**config.mk**
```make
export PLATFORM = sky130hd
export DESIGN_NAME = beep_gen
export DESIGN_NICKNAME = d
export VERILOG_FILES = /design/src/rtl/beep_pkg.sv /design/src/rtl/beep_gen_tone_div.sv /design/src/rtl/beep_gen.sv
export SDC_FILE = /design/constraint.sdc
export NUM_CORES = 1
export LEC_CHECK = 0
export CAP_MARGIN = 20
export CORE_UTILIZATION = 62
export CTS_CLUSTER_SIZE = 28
export DETAILED_ROUTE_END_ITERATION = 12
export HOLD_SLACK_MARGIN = 0.06
export PLACE_DENSITY = 0.87
export SYNTH_ARGS = -nofsm -noshare
export SYNTH_HDL_FRONTEND = slang
export SYNTH_HIERARCHICAL = 1
export SYNTH_SLANG_ARGS = --single-unit
```
**constraint.sdc**
```tcl
create_clock -name clk -period 2.45 [get_ports clk]
set_input_delay 0.6125 -clock clk [delete_from_list [all_inputs] [get_ports clk]]
set_output_delay 0.6125 -clock clk [all_outputs]
set_load 0.02 [all_outputs]
```
**src/rtl/beep_pkg.sv**
```systemverilog
// Shared definitions for the buzzer driver.
//   state_e        : burst FSM states (tone on / silent gap)
//   NOTES          : number of notes in the melody cycle
//   ms_to_cycles() : converts a millisecond window into clock cycles
package beep_pkg;

  typedef enum logic {
    S_ON  = 1'b0,
    S_GAP = 1'b1
  } state_e;

  localparam int unsigned NOTES = 4;

  function automatic int unsigned ms_to_cycles(input int unsigned clk_hz,
                                               input int unsigned ms);
    return (clk_hz / 1000) * ms;
  endfunction

endpackage

```
**src/rtl/beep_gen_tone_div.sv**
```systemverilog
// Half-period divider producing the square-wave tone phase.
// Ports:
//   clk      in  1  system clock, rising edge
//   rst      in  1  synchronous reset, active-high
//   clr      in  1  holds counter and phase at zero
//   en       in  1  advances the half-period counter
//   half_len in  W  half-period length in cycles (>= 1)
//   phase    out 1  tone phase, registered
module tone_div #(
  parameter int unsigned W = 4
) (
  input  logic         clk,
  input  logic         rst,
  input  logic         clr,
  input  logic         en,
  input  logic [W-1:0] half_len,
  output logic         phase
);

  logic [W-1:0] cnt_q, cnt_d;
  logic         phase_q, phase_d;

  // Count 0..half_len-1, toggle phase on wrap; clr wins over en.
  always_comb begin
    cnt_d   = cnt_q;
    phase_d = phase_q;
    if (clr) begin
      cnt_d   = '0;
      phase_d = 1'b0;
    end else if (en) begin
      if (cnt_q == half_len - W'(1)) begin
        cnt_d   = '0;
        phase_d = ~phase_q;
      end else begin
        cnt_d = cnt_q + W'(1);
      end
    end
  end

  always_ff @(posedge clk) begin
    if (rst) begin
      cnt_q   <= '0;
      phase_q <= 1'b0;
    end else begin
      cnt_q   <= cnt_d;
      phase_q <= phase_d;
    end
  end

  assign phase = phase_q;

endmodule

```
**src/rtl/beep_gen.sv**
```systemverilog
// Free-running piezo buzzer driver: square-wave tone for BEEP_MS, silence for
// GAP_MS, repeated forever after reset.
// Ports:
//   clk  in  1  system clock, rising edge
//   rst  in  1  synchronous reset, active-high
//   beep out 1  buzzer drive, registered
// Build option:
//   BEEP_MELODY_EN  when defined, burst n uses half period HALF*(n+1) for
//                   n = 0..NOTES-1 cycling, giving a descending 4-note pattern.
module beep_gen
  import beep_pkg::*;
#(
  parameter int unsigned CLK_HZ  = 50_000_000,
  parameter int unsigned TONE_HZ = 1_000,
  parameter int unsigned BEEP_MS = 200,
  parameter int unsigned GAP_MS  = 200
) (
  input  logic clk,
  input  logic rst,
  output logic beep
);

  localparam int unsigned HALF    = CLK_HZ / (2 * TONE_HZ);
  localparam int unsigned ON_CYC  = ms_to_cycles(CLK_HZ, BEEP_MS);
  localparam int unsigned GAP_CYC = ms_to_cycles(CLK_HZ, GAP_MS);

`ifdef BEEP_MELODY_EN
  localparam int unsigned HALF_MAX = HALF * NOTES;
`else
  localparam int unsigned HALF_MAX = HALF;
`endif

  // Tone width must hold half_len itself, not just half_len-1.
  localparam int unsigned TONE_W  = (HALF_MAX >= 1) ? $clog2(HALF_MAX + 1) : 1;
  localparam int unsigned WIN_MAX = (ON_CYC > GAP_CYC) ? ON_CYC : GAP_CYC;
  localparam int unsigned WIN_W   = (WIN_MAX > 1) ? $clog2(WIN_MAX) : 1;

  if (HALF < 1 || ON_CYC < 1 || GAP_CYC < 1) begin : g_bad_params
    $error("beep_gen: HALF, ON_CYC and GAP_CYC must all be >= 1");
  end

  state_e             state_q, state_d;
  logic [WIN_W-1:0]   win_q, win_d;
  logic               beep_q, beep_d;
  logic               tone_phase;
  logic [TONE_W-1:0]  half_len;

`ifdef BEEP_MELODY_EN
  localparam int unsigned NOTE_W = $clog2(NOTES);

  logic [NOTE_W-1:0] note_q, note_d;

  // Note index steps on each gap-to-burst transition and wraps naturally.
  always_comb begin
    note_d = note_q;
    if (state_q == S_GAP && state_d == S_ON) begin
      note_d = note_q + NOTE_W'(1);
    end
  end

  always_ff @(posedge clk) begin
    if (rst) begin
      note_q <= '0;
    end else begin
      note_q <= note_d;
    end
  end

  assign half_len = TONE_W'(HALF * (32'(note_q) + 32'd1));
`else
  assign half_len = TONE_W'(HALF);
`endif

  // Burst/gap FSM with a shared window counter cleared on every state change.
  always_comb begin
    state_d = state_q;
    win_d   = win_q + WIN_W'(1);
    unique case (state_q)
      S_ON: begin
        if (win_q == WIN_W'(ON_CYC - 1)) begin
          state_d = S_GAP;
          win_d   = '0;
        end
      end
      S_GAP: begin
        if (win_q == WIN_W'(GAP_CYC - 1)) begin
          state_d = S_ON;
          win_d   = '0;
        end
      end
    endcase
    beep_d = (state_q == S_ON) & tone_phase;
  end

  always_ff @(posedge clk) begin
    if (rst) begin
      state_q <= S_ON;
      win_q   <= '0;
      beep_q  <= 1'b0;
    end else begin
      state_q <= state_d;
      win_q   <= win_d;
      beep_q  <= beep_d;
    end
  end

  // Divider is held cleared while heading into or sitting in the gap, so every
  // burst starts with phase low and a zero count.
  tone_div #(
    .W (TONE_W)
  ) u_tone_div (
    .clk      (clk),
    .rst      (rst),
    .clr      (state_d == S_GAP),
    .en       (state_q == S_ON),
    .half_len (half_len),
    .phase    (tone_phase)
  );

  assign beep = beep_q;

endmodule

```
==> flow_summary.ini <==
[clock_network]
cts_buffer_depth = 2
postCtsSetupBuffers = 0
cts-resized-gates = 0
clk_latency_ps = 290
cts_buffers = 5
clkSlewWorstSetupHoldPaths_ps = 70
tritoncts = yes
hold_buffers = 0
htreeDepth = 2
cts_sinks = 42
cts_root_buffer = clkbuf_8

[floorplanning]
die_h_um = 65.3
pin_count = 3
die_w_um = 65.3
rows = 22
dieArea_um2 = 4260
initial_core_util = 0.663
coreArea_um2 = 3740

[route]
num_vias = 2257
drt_wl_total_mm = 5.03
vias_per_cell = 5.35
ant_nets = 0
drc_errors = 0
wl_per_cell_um = 11.9
dr.first_iter.drc_count = 93
drt_first_pass_iters = 4

[synth]
postSynthAreaPerCell_um2 = 8.03
synth-seq-area-share = 0.339
synthCells = 309
yosysMostFrequentCell = nor2_1
synth_edf_count = 0
syn_area_um2 = 2480
ys.flop_type = dfxtp_1
synth_top_area_share = 0.339
synth_common_cells = nor2_1 (44), dfxtp_1 (42), xnor2_1 (20)
async_flop_share = 0
synth.ff_latch_count = 42
synth_area_leaders = dfxtp_1 (34%), xnor2_1 (7.1%), xor2_1 (6.7%)
yosysWarningCount = 6
synth_area_leader_cell = dfxtp_1
synth.distinct_cells = 51

[power_and_ir_drop]
p_leak_nw = 1.09
worst_ir_drop_vdd_mv = 0.400
power.density_nw_per_um2 = 425

[sta]
drv_slew = 0
period_share = 0.889
skew_ps = 4.56
finalHoldViolCount = 0
fin_tns_setup_ps = 0
rsz0062_at_grt = false
relSlewSlack = 0.571
tightest_slew_ps = 638
setup_violations = 0
hold_slack_ps = 475
min_period_ps = 2180
max_freq_ghz = 0.459

[outcome]
outcome = completed

[placement]
hpwlAfterDp_mm = 3.73
gp_congestion = 0.813
io_buffers = 2
placed_area_um2 = 2790

[min_path]
hold_class = reg2reg

[finish]
antennaDiodeCount = 0
layout-drive-gt1-share = 0.0561
nets = 379
finalInstanceArea_um2 = 2870
syn2layout_area_growth_pct = 15.5

[global_routing]
globalRouteTotalUtil = 0.260
grt_max_degree = 13
grt_pass1_wl_mm = 8.54
grt-ovfl-total = 0
grt_pass1_vias = 2065
antenna_found_initial = 0

[worst_setup_path]
endpoint_kind = register
crit_required_ps = 2630
path_class = reg2reg
cp_max_fo = 12
start_kind = register
cp.arrival_ps = 2360

[flow_run]
cap_violations = 0
[worst paths after layout]
path,startpoint,to,slack [ps],cells past startpoint
min,state_q$_SDFF_PP0_,beep$_SDFF_PP0_,470,1
min reg2reg,state_q$_SDFF_PP0_,beep$_SDFF_PP0_,470,1
max reg2reg,u_tone_div/cnt_q[11]$_SDFFE_PP0P_,u_tone_div/cnt_q[6]$_SDFFE_PP0P_,270,8
max,u_tone_div/cnt_q[11]$_SDFFE_PP0P_,u_tone_div/cnt_q[6]$_SDFFE_PP0P_,270,8
[final cells by class]
type / count / area (um^2)
multi-input cells: 309 / 1790
fillers: 309 / 878
flip-flops and latches: 42 / 841
clock buffers: 7 / 76.3
repair buffers: 9 / 72.6
well taps: 48 / 60.1
inverters: 7 / 26.3
[state kept, by name, summed over array words and instances, names as in the netlist]
register          count
win_q                24
beep                  1
state_q               1
u_tone_div/phase      1
u_tone_div/cnt_q     15
[cell families after synthesis]
| kind of cell | Yosys count | share of synthesized area |
|---|---|---|
| AOI/OAI and AO/OA | 48 | 0.137 |
| xor gates and xnor gates | 39 | 0.138 |
| adders and majority gates | 3 | 0.0151 |
| buffers and inverters | 22 | 0.0378 |
| DFF | 42 | 0.339 |
| muxes | 1 | 0.00454 |
| other | 2 | 0.00303 |
| and+or+nand+nor | 152 | 0.326 |
[critical path, cell delays in order (launching register included)]
cell and delay, ps:
dfxtp_1 330, nor3b_1 310, xnor2_1 190, nand3_1 100, a2111oi_0 330, buf_4 200
o2111a_2 290, a211o_4 240, nor2_1 80
[power breakdown]
part	switching (mW)	total, mW	internal [mW]
Sequential	0.0104	0.701	0.691
Clock	0.211	0.407	0.196
Combinational	0.0636	0.109	0.0454
Total	0.285	1.22	0.932
[routing by layer]
layer  vias to the layer above  track usage  routed length [um]
met4                         0       0.0625                  42
met3                         6       0.0608                 141
met5                         -            0                   0
met2                        35        0.508                2680
met1                      1035        0.275                2160
li1                       1181            -                   -
[metrics by stage]
step | total power [mW] | util | std cells | setup WS, ps
after floorplan | 0.800 | - | 373 | 408
after global placement | 0.815 | 0.744 | 415 | 404
after detailed placement | 0.817 | 0.744 | 415 | 311
after CTS | 1.22 | 0.765 | 422 | 266
after global routing | 1.27 | 0.765 | 422 | 79.0
final | 1.22 | 0.765 | 422 | 273
[cells in the final DEF (no fill, tap or decap), types with 4 or more instances in the layout]
master	count
or4_1	7
dfxtp_1	42
nand3_1	12
buf_4	7
xnor2_1	20
or3_1	7
nor3_1	10
inv_1	7
conb_1	66
xor2_1	19
nor4_1	8
o31ai_1	7
and4_1	4
and3_1	7
a21oi_1	13
nand4_1	15
clkbuf_8	5
nor2_1	43
o21ai_0	6
nand2_1	19
Note: power is estimated with default switching activity, not from simulation.
